[config.mk]
export PLATFORM = sky130hd
export DESIGN_NAME = crc_arbiter
export DESIGN_NICKNAME = d
export VERILOG_FILES = /design/src/rtl/crc_pkg.sv /design/src/rtl/rr_arbiter.sv /design/src/rtl/crc_arbiter.sv
export SDC_FILE = /design/constraint.sdc
export NUM_CORES = 1
export LEC_CHECK = 0
export ABC_AREA = 1
export CORE_MARGIN = 2
export CORE_UTILIZATION = 47
export DETAILED_ROUTE_END_ITERATION = 7
export PLACE_DENSITY = 0.89
export SLEW_MARGIN = 30
export SYNTH_ARGS = -nofsm -noshare
export SYNTH_HDL_FRONTEND = slang
export SYNTH_SLANG_ARGS = --single-unit
[constraint.sdc]
create_clock -name CLK -period 2.1 [get_ports CLK]
set_input_delay 0.21 -clock CLK [delete_from_list [all_inputs] [get_ports CLK]]
set_output_delay 0.21 -clock CLK [all_outputs]
set_load 0.01 [all_outputs]
[src/rtl/crc_pkg.sv]
// Shared definitions for the CRC arbiter slice.
//   crc_arb_state_t : sequencer state encoding
//   CRC_W           : data / remainder width (fixed at 16)
//   CRC_PHASE_LEN   : cycles per shift phase
//   CRC_POLY        : CCITT polynomial implemented by the serial engine
package crc_pkg;

    localparam int CRC_W         = 16;
    localparam int CRC_PHASE_LEN = 16;
    localparam logic [15:0] CRC_POLY = 16'h1021;

    typedef enum logic [2:0] {
        StIdle,
        StLoad,
        StShiftData,
        StShiftZero,
        StReadOut,
        StDeliver
    } crc_arb_state_t;

endpackage

[src/rtl/rr_arbiter.sv]
// Combinational round-robin pick: first set bit of req at or after ptr, wrapping.
//   req       : request vector
//   ptr       : index with highest priority this round
//   grant     : one-hot winner (zero when req is zero)
//   grant_idx : binary index of the winner (zero when req is zero)
module rr_arbiter #(
    parameter int N_REQ = 4,
    parameter int IDX_W = $clog2(N_REQ)
) (
    input  logic [N_REQ-1:0] req,
    input  logic [IDX_W-1:0] ptr,
    output logic [N_REQ-1:0] grant,
    output logic [IDX_W-1:0] grant_idx
);

    logic found;

    always_comb begin
        grant     = '0;
        grant_idx = '0;
        found     = 1'b0;
        // Upper segment [ptr, N_REQ-1] first, then wrap to [0, ptr-1].
        for (int i = 0; i < N_REQ; i++) begin
            if (!found && req[i] && (i >= int'(ptr))) begin
                found     = 1'b1;
                grant[i]  = 1'b1;
                grant_idx = IDX_W'(i);
            end
        end
        for (int i = 0; i < N_REQ; i++) begin
            if (!found && req[i]) begin
                found     = 1'b1;
                grant[i]  = 1'b1;
                grant_idx = IDX_W'(i);
            end
        end
    end

endmodule

[src/rtl/crc_arbiter.sv]
// Shares one serial CRC-16 engine among N_REQ requesters. Each transaction
// clears the engine, shifts 16 data bits plus 16 augmenting zeros in, reads
// the remainder back serially and returns it with a one-cycle DONE pulse.
//   CLK, RESET          : clock, synchronous active-high reset
//   REQ, REQ_DATA       : request levels and packed 16-bit words
//   GNT, DONE           : one-hot grant, one-cycle completion pulse
//   RESULT, RESULT_VALID: last remainder, valid strobe aligned with DONE
//   BUSY                : high whenever not idle
//   CRC_CLR, DATA_IN,
//   READ_MODE, CRC_OUT  : serial engine control / data
module crc_arbiter #(
    parameter int N_REQ = 4,
    parameter int CRC_W = 16
) (
    input  logic                   CLK,
    input  logic                   RESET,
    input  logic [N_REQ-1:0]       REQ,
    input  logic [N_REQ*CRC_W-1:0] REQ_DATA,
    output logic [N_REQ-1:0]       GNT,
    output logic [N_REQ-1:0]       DONE,
    output logic [CRC_W-1:0]       RESULT,
    output logic                   RESULT_VALID,
    output logic                   BUSY,
    output logic                   CRC_CLR,
    output logic                   DATA_IN,
    output logic                   READ_MODE,
    input  logic                   CRC_OUT
);

    import crc_pkg::*;

    localparam int IDX_W = $clog2(N_REQ);

    crc_arb_state_t   state_q;
    logic [CRC_W-1:0] data_q;
    logic [CRC_W-1:0] cap_q;
    logic [3:0]       cnt_q;
    logic [IDX_W-1:0] ptr_q;

    logic [N_REQ-1:0] grant;
    logic [IDX_W-1:0] grant_idx;
    logic [IDX_W-1:0] ptr_next;
    logic [CRC_W-1:0] sel_data;
    logic             last_bit;

    rr_arbiter #(
        .N_REQ (N_REQ),
        .IDX_W (IDX_W)
    ) u_rr_arbiter (
        .req       (REQ),
        .ptr       (ptr_q),
        .grant     (grant),
        .grant_idx (grant_idx)
    );

    always_comb begin
        sel_data = '0;
        for (int i = 0; i < N_REQ; i++) begin
            if (grant[i]) begin
                sel_data = REQ_DATA[i*CRC_W +: CRC_W];
            end
        end
    end

    assign ptr_next = (grant_idx == IDX_W'(N_REQ - 1)) ? '0 : grant_idx + 1'b1;
    assign last_bit = (cnt_q == 4'(CRC_PHASE_LEN - 1));

    // Engine controls are registered one state ahead so that they are valid
    // for the whole cycle of the state they belong to.
    always_ff @(posedge CLK) begin
        if (RESET) begin
            state_q      <= StIdle;
            data_q       <= '0;
            cap_q        <= '0;
            cnt_q        <= '0;
            ptr_q        <= '0;
            GNT          <= '0;
            DONE         <= '0;
            RESULT       <= '0;
            RESULT_VALID <= 1'b0;
            BUSY         <= 1'b0;
            CRC_CLR      <= 1'b0;
            DATA_IN      <= 1'b0;
            READ_MODE    <= 1'b0;
        end else begin
            unique case (state_q)
                StIdle: begin
                    if (|REQ) begin
                        GNT     <= grant;
                        BUSY    <= 1'b1;
                        data_q  <= sel_data;
                        ptr_q   <= ptr_next;
                        CRC_CLR <= 1'b1;
                        cnt_q   <= '0;
                        state_q <= StLoad;
                    end
                end
                StLoad: begin
                    CRC_CLR <= 1'b0;
                    DATA_IN <= data_q[CRC_W-1];
                    data_q  <= data_q << 1;
                    cnt_q   <= '0;
                    state_q <= StShiftData;
                end
                StShiftData: begin
                    if (last_bit) begin
                        DATA_IN <= 1'b0;
                        cnt_q   <= '0;
                        state_q <= StShiftZero;
                    end else begin
                        DATA_IN <= data_q[CRC_W-1];
                        data_q  <= data_q << 1;
                        cnt_q   <= cnt_q + 4'd1;
                    end
                end
                StShiftZero: begin
                    if (last_bit) begin
                        READ_MODE <= 1'b1;
                        cnt_q     <= '0;
                        state_q   <= StReadOut;
                    end else begin
                        cnt_q <= cnt_q + 4'd1;
                    end
                end
                StReadOut: begin
                    cap_q <= {cap_q[CRC_W-2:0], CRC_OUT};
                    if (last_bit) begin
                        READ_MODE    <= 1'b0;
                        RESULT       <= {cap_q[CRC_W-2:0], CRC_OUT};
                        RESULT_VALID <= 1'b1;
                        DONE         <= GNT;
                        cnt_q        <= '0;
                        state_q      <= StDeliver;
                    end else begin
                        cnt_q <= cnt_q + 4'd1;
                    end
                end
                StDeliver: begin
                    DONE         <= '0;
                    RESULT_VALID <= 1'b0;
                    GNT          <= '0;
                    BUSY         <= 1'b0;
                    state_q      <= StIdle;
                end
                default: begin
                    state_q <= StIdle;
                end
            endcase
        end
    end

endmodule

# Word level (Yosys, flattened, before mapping)
# Index checks and enable logic that the tools add are counted.
[classes]
addsub = 2
order_cmp = 3
eq_ne = 12
mux = 50
n_reduce_logical = 36
[op_table]
columns = ["cell", "n"]
rows = [
  ["two-way mux 16 bit", 6],
  ["one-hot mux 16 bit (3 select lines)", 1],
  ["two-way mux 1 bit", 19],
  ["two-way mux 4 bit", 4],
  ["one-hot mux 4 bit (2 select lines)", 2],
  ["one-hot mux 3 bit (5 select lines)", 1],
  ["two-way mux 2 bit", 7],
  ["two-way mux 3 bit", 4],
  ["one-hot mux 4 bit (3 select lines)", 1],
  ["AND reduction 2 bit", 6],
  ["logical AND 1 bit", 10],
  ["inequality test 2 bit (second input constant)", 5],
  ["one-hot mux 1 bit (2 select lines)", 5],
  ["nonzero test 2 bit", 5],
  ["logical NOT 1 bit", 7],
  ["== test 3 x 2 -> 1 bit (second input constant)", 2],
  ["== test 3 bit (second input constant)", 2],
  ["AND reduction 3 bit", 2],
  ["nonzero test 3 bit", 2],
  ["adder 4 x 1 -> 4 bit (second input constant)", 1],
  ["== test 4 bit (second input constant)", 1],
  ["greater-or-equal comparator 1 x 2 -> 1 bit (first input constant)", 2],
  ["AND reduction 4 bit", 1],
  ["OR reduction 4 bit", 1],
  ["other kinds (6)", 6],
]
[totals]
reg_bits = 69
in_bits = 71
out_inout_bits = 29
word_cells = 116

# Longest topological paths before layout
[depth]
word_depth = 29
mapped_depth = 12
ltp_nobuf = 11

# Cells and area by module
# From an unflattened synthesis, not the netlist that was laid out.
[hier_totals]
cells_unflattened = 573
hier_area_um2 = 3693.5
[by_module_without_submodules]
columns = ["mod", "instances", "cells_per_inst", "area_each_um2", "seq_area_each_um2"]
rows = [
  ["crc_arbiter", 1, 546, 3578.4, 1381.3],
  ["rr_arbiter", 1, 27, 115.1, 0.0],
]

# Worst setup path before layout
# OpenSTA, ideal clock, no wires.
[synth_timing]
kind = "register to register"
from = "register cnt_q[0]"
to = "register data_q[11]"
arrival_ns = 1.443
t_required_ns = 1.981
setup_slack_ns = 0.538
path_stages_with_launch = 9
path_buffers = 1
synth_period_minus_slack_ns = 1.562
cell_sequence = "dfxtp_1 ha_1 nand3_2 nor2_1 nor3_4 inv_2 buf_6 a21oi_1 a21oi_1"
[synth_between]
elab_chain_len = 3
[synth_rtl]
columns = ["item", "line_no", "rtl"]
rows = [
  ["from (decl)", "crc_arbiter.sv:37", "logic [3:0] cnt_q;"],
  ["from (signal assigned)", "crc_arbiter.sv:113", "cnt_q <= cnt_q + 4'd1;"],
  ["from (signal assigned)", "crc_arbiter.sv:122", "cnt_q <= cnt_q + 4'd1;"],
  ["from (signal assigned)", "crc_arbiter.sv:135", "cnt_q <= cnt_q + 4'd1;"],
  ["== test 4 bit", "crc_arbiter.sv:66", "assign last_bit = (cnt_q == 4'(CRC_PHASE_LEN - 1));"],
  ["inequality test 2 bit (no line)", "n/a", ""],
  ["AND reduction 3 bit (no line)", "n/a", ""],
  ["to (signal assigned)", "crc_arbiter.sv:91", "data_q <= sel_data;"],
  ["to (signal assigned)", "crc_arbiter.sv:101", "data_q <= data_q << 1;"],
  ["to (signal assigned)", "crc_arbiter.sv:112", "data_q <= data_q << 1;"],
  ["to (decl)", "crc_arbiter.sv:35", "logic [CRC_W-1:0] data_q;"],
]
# Every way passes these cells.
# A chain may end at the register's enable or synchronous reset.

# Final worst setup path
[layout_timing]
from = "register ptr_q[0]"
to = "register data_q[11]"
[layout_between]
elab_chain_len = 29
[layout_rtl]
columns = ["item", "line_no", "rtl"]
rows = [
  ["from (decl)", "crc_arbiter.sv:38", "logic [IDX_W-1:0] ptr_q;"],
  ["from (signal assigned)", "crc_arbiter.sv:92", "ptr_q <= ptr_next;"],
  ["greater-or-equal comparator 1 x 2 -> 1 bit", "rr_arbiter.sv:24", "if (!found && req[i] && (i >= int'(ptr))) begin"],
  ["logical AND 1 bit", "rr_arbiter.sv:24", ""],
  ["two-way mux 1 bit", "rr_arbiter.sv:24", ""],
  ["logical NOT 1 bit", "rr_arbiter.sv:24", ""],
  ["logical AND 1 bit (2 in a row)", "rr_arbiter.sv:24", ""],
  ["two-way mux 1 bit", "rr_arbiter.sv:24", ""],
  ["logical NOT 1 bit", "rr_arbiter.sv:24", ""],
  ["logical AND 1 bit (2 in a row)", "rr_arbiter.sv:24", ""],
  ["[11 not listed]", "n/a", ""],
  ["logical AND 1 bit", "rr_arbiter.sv:31", "if (!found && req[i]) begin"],
  ["two-way mux 1 bit", "rr_arbiter.sv:31", ""],
  ["logical NOT 1 bit", "rr_arbiter.sv:31", ""],
  ["logical AND 1 bit", "rr_arbiter.sv:31", ""],
  ["two-way mux 1 bit", "rr_arbiter.sv:31", ""],
  ["two-way mux 16 bit (*)", "crc_arbiter.sv:59", "if (grant[i]) begin"],
  ["two-way mux 16 bit (*)", "crc_arbiter.sv:88", "if (|REQ) begin"],
  ["one-hot mux 16 bit (3 select lines) (*)", "crc_arbiter.sv:86", "unique case (state_q)"],
]
# Mark *: on every way between the ends. The rest lies on a longest branch, timed or not. The select of a mux whose other input is x is not followed.

==> results.json <==
{
  "stdcell_area_mm2": 0.00467,
  "synthesis.nets": 565,
  "ant_nets": 0,
  "grt_pass1_vias": 3245,
  "grt_max_degree": 29,
  "clk_latency_ns": 0.35,
  "drt_iter0_drc": 201,
  "ys_ff_latch": 69,
  "tns_ns": 0,
  "status": "finished, final reports clean",
  "drt_first_pass_iters": 5,
  "port_buffers": 99,
  "final_cells": 694,
  "coreArea_mm2": 0.00687,
  "placed_area_mm2": 0.00444,
  "regToRegSetupSlack_ns": 0.24,
  "synth_edf_count": 0,
  "r2r_cells": 10,
  "critPathTopFamily": "simple AND/OR/NAND/NOR gates",
  "cp_num_buf_inv": 0,
  "peakVddDrop_uv": 417,
  "holdPathEnd": "RESULT[10]",
  "critPathLaunchType": "flop",
  "synth_area_mm2": 0.00337,
  "fin_util_pct": 68.0,
  "drive_above_1_share_pct": 9.87,
  "clkSlewWorstSetupHoldPaths_ns": 0.08,
  "drt_wl_total_mm": 8.57,
  "postSynthAreaPerCell_um2": 6.84,
  "fin_hold_ws_ns": 0.464,
  "async_flop_share_pct": 0,
  "crit_slowest_cell": "nor2_2",
  "r2r-end": "data_q[11]",
  "path_cells": "nor2_1 > nand2_1 > nand4_2 > nor2_1 > nor2_2 > nand2_1 > nand2_1 > nand3_1 > nand2_1 > a21oi_1",
  "track_usage_pct": 23.0,
  "vias": 3477,
  "skew_ns": 0.00732,
  "finalHoldViolCount": 0,
  "grt_pass1_wl_mm": 14.3,
  "hold_path.class": "flop to flop",
  "dp_cells": 676,
  "worstPathRequired_ns": 2.33,
  "gr-total-overflow": 0,
  "layout_setup_ws_ns": 0.245,
  "final_nets": 665,
  "reg2reg_from": "ptr_q[0]",
  "die_x_um": 88.7,
  "leakagePower_nw": 2.03,
  "period_minus_slack_ns": 1.86,
  "dp_slack_ns": -0.00636,
  "areaGrowthSynthToFinish_pct": 38.5,
  "yosysWarnings": 0,
  "holdPathStages": 2,
  "finalCritPeriodShare_pct": 88.3,
  "clockBufferDepth": 2,
  "start_util_pct": 49.1,
  "worstPathArrival_ns": 2.08,
  "rsz0062_at_grt": "false",
  "place.gp.congestion": 0.869,
  "max-slew-margin-rel_pct": 60.8,
  "cts-root-buf": "clkbuf_8",
  "fmax_mhz": 539,
  "post_drt_wl_per_cell_um": 12.4,
  "cts.sinks": 69,
  "nFillCells": 555,
  "hpwl_mm": 6.28,
  "cp_max_fo": 15,
  "yosysSeqAreaShare_pct": 41.0,
  "cts_tree": "built",
  "cts-buffers-inserted": 9,
  "slew_violations": 0,
  "hp-start": "RESULT[10]",
  "tightestPinTransition_ns": 0.587,
  "path_depth": 10,
  "max_stage_delay_ns": 0.46,
  "synthCells": 493,
  "synth.distinct_cells": 34,
  "num_rows": 30,
  "cap_viol_max_count": 0,
  "power_mw": 4.66,
  "antenna-diode-count": 0,
  "ys.flop_type": "dfxtp_1",
  "power_density_mw_per_mm2": 997,
  "hold_buffers": 0,
  "path_common_cell": "nand2_1",
  "setup_viol": 0,
  "fp.dieArea_mm2": 0.00787,
  "drc": 0,
  "grt_antenna_before_repair": 0,
  "critical_path_class": "flop to flop",
  "end_kind": "flop",
  "boundaryPins": 100,
  "htree_levels": 3,
  "die_h_um": 88.7,
  "vias_per_cell": 5.01
}
-- synth_stat cells, types with 7 or more instances --
master	count	area (um2)
nand2_1	152	571
dfxtp_1	69	1380
a21oi_1	53	265
nor2_1	49	184
o21ai_0	40	200
inv_1	36	135
nand3_1	20	100
buf_2	9	45.0
clkbuf_1	9	33.8
a21oi_2	8	70.1
a211oi_1	7	52.6
inv_2	7	26.3
-- worst max-delay path by stage --
stage,startpoint,endpoint,slack [ns]
CTS,cnt_q[0],data_q[13],0.12
global route,ptr_q[0],data_q[8],0.05
detailed placement,REQ[0],data_q[2],-0.006
floorplan,cnt_q[0],data_q[11],0.54
global placement,REQ[0],data_q[11],0.09
finish,ptr_q[0],data_q[11],0.24
-- routing by layer --
layer	track usage (%)	vias to the layer above	wire length, um
met5	0	-	0
met4	12.1	0	233
met3	4.66	23	626
met2	40.0	150	4280
met1	26.5	1517	3440
li1	-	1787	-
-- layout make-up --
| cell class | count | area, um2 | share of cell area, % |
|---|---|---|---|
| multi-input cells | 359 | 1710 | 36.7 |
| flip-flops and latches | 69 | 1380 | 29.6 |
| repair buffers | 111 | 1080 | 23.1 |
| inverters | 43 | 161 | 3.46 |
| clock buffers | 9 | 124 | 2.65 |
| well taps | 96 | 120 | 2.57 |
| clock inverters | 7 | 90.1 | 1.93 |
-- repair_timing --
item | in CTS | in global routing
setup buffers | 0 | 2
endpoints found under the hold margin | 0 | 0
gates resized for setup | 0 | 0
setup endpoints to repair | 0 | 14
-- cell families (layout without fill, tap and decap cells) --
family          Yosys count  count (layout)  synth area share (%)
flops                    69              69                  41.0
buf+inv                  65             170                  8.24
compound gates          117             117                  19.7
fa+ha+maj                 1               1                 0.371
simple gates            239             239                  30.2
xor+xnor                  2               2                 0.520
-- tightest hold or removal path: stages, from the launching register on --
cell and delay, ns:
dfxtp_1 0.31, nand2_1 0.06, a21oi_1 0.05
-- placed cells by master (no fill, tap or decap), types with 2 or more instances in the layout --
cell type        count
nor2_1              49
a21oi_2              8
a211oi_1             7
o21ai_4              2
inv_1               36
nor2_2               3
xor2_1               2
a21oi_1             53
buf_4               12
o21ai_1              4
o21ai_0             40
nand3_1             20
nand2_1            152
bufinv_16            2
clkinvlp_4           2
clkdlybuf4s50_1     99
inv_2                7
nand3_2              3
nand2_2              2
dfxtp_1             69
clkinv_2             3
clkbuf_8             9
-- report_power, final --
group          switching [mW]  internal, mW
Clock                   0.498         0.661
Sequential              0.138          1.52
Combinational            1.10         0.739
Total                    1.74          2.92
-- sequential cells by signal, summed over array words and instances, names as in the netlist --
signal / count
BUSY: 1
CRC_CLR: 1
DATA_IN: 1
DONE: 4
GNT: 4
READ_MODE: 1
RESULT: 16
RESULT_VALID: 1
cap_q: 15
cnt_q: 4
data_q: 16
ptr_q: 2
state_q: 3
Note: power is estimated with default switching activity, not from simulation.
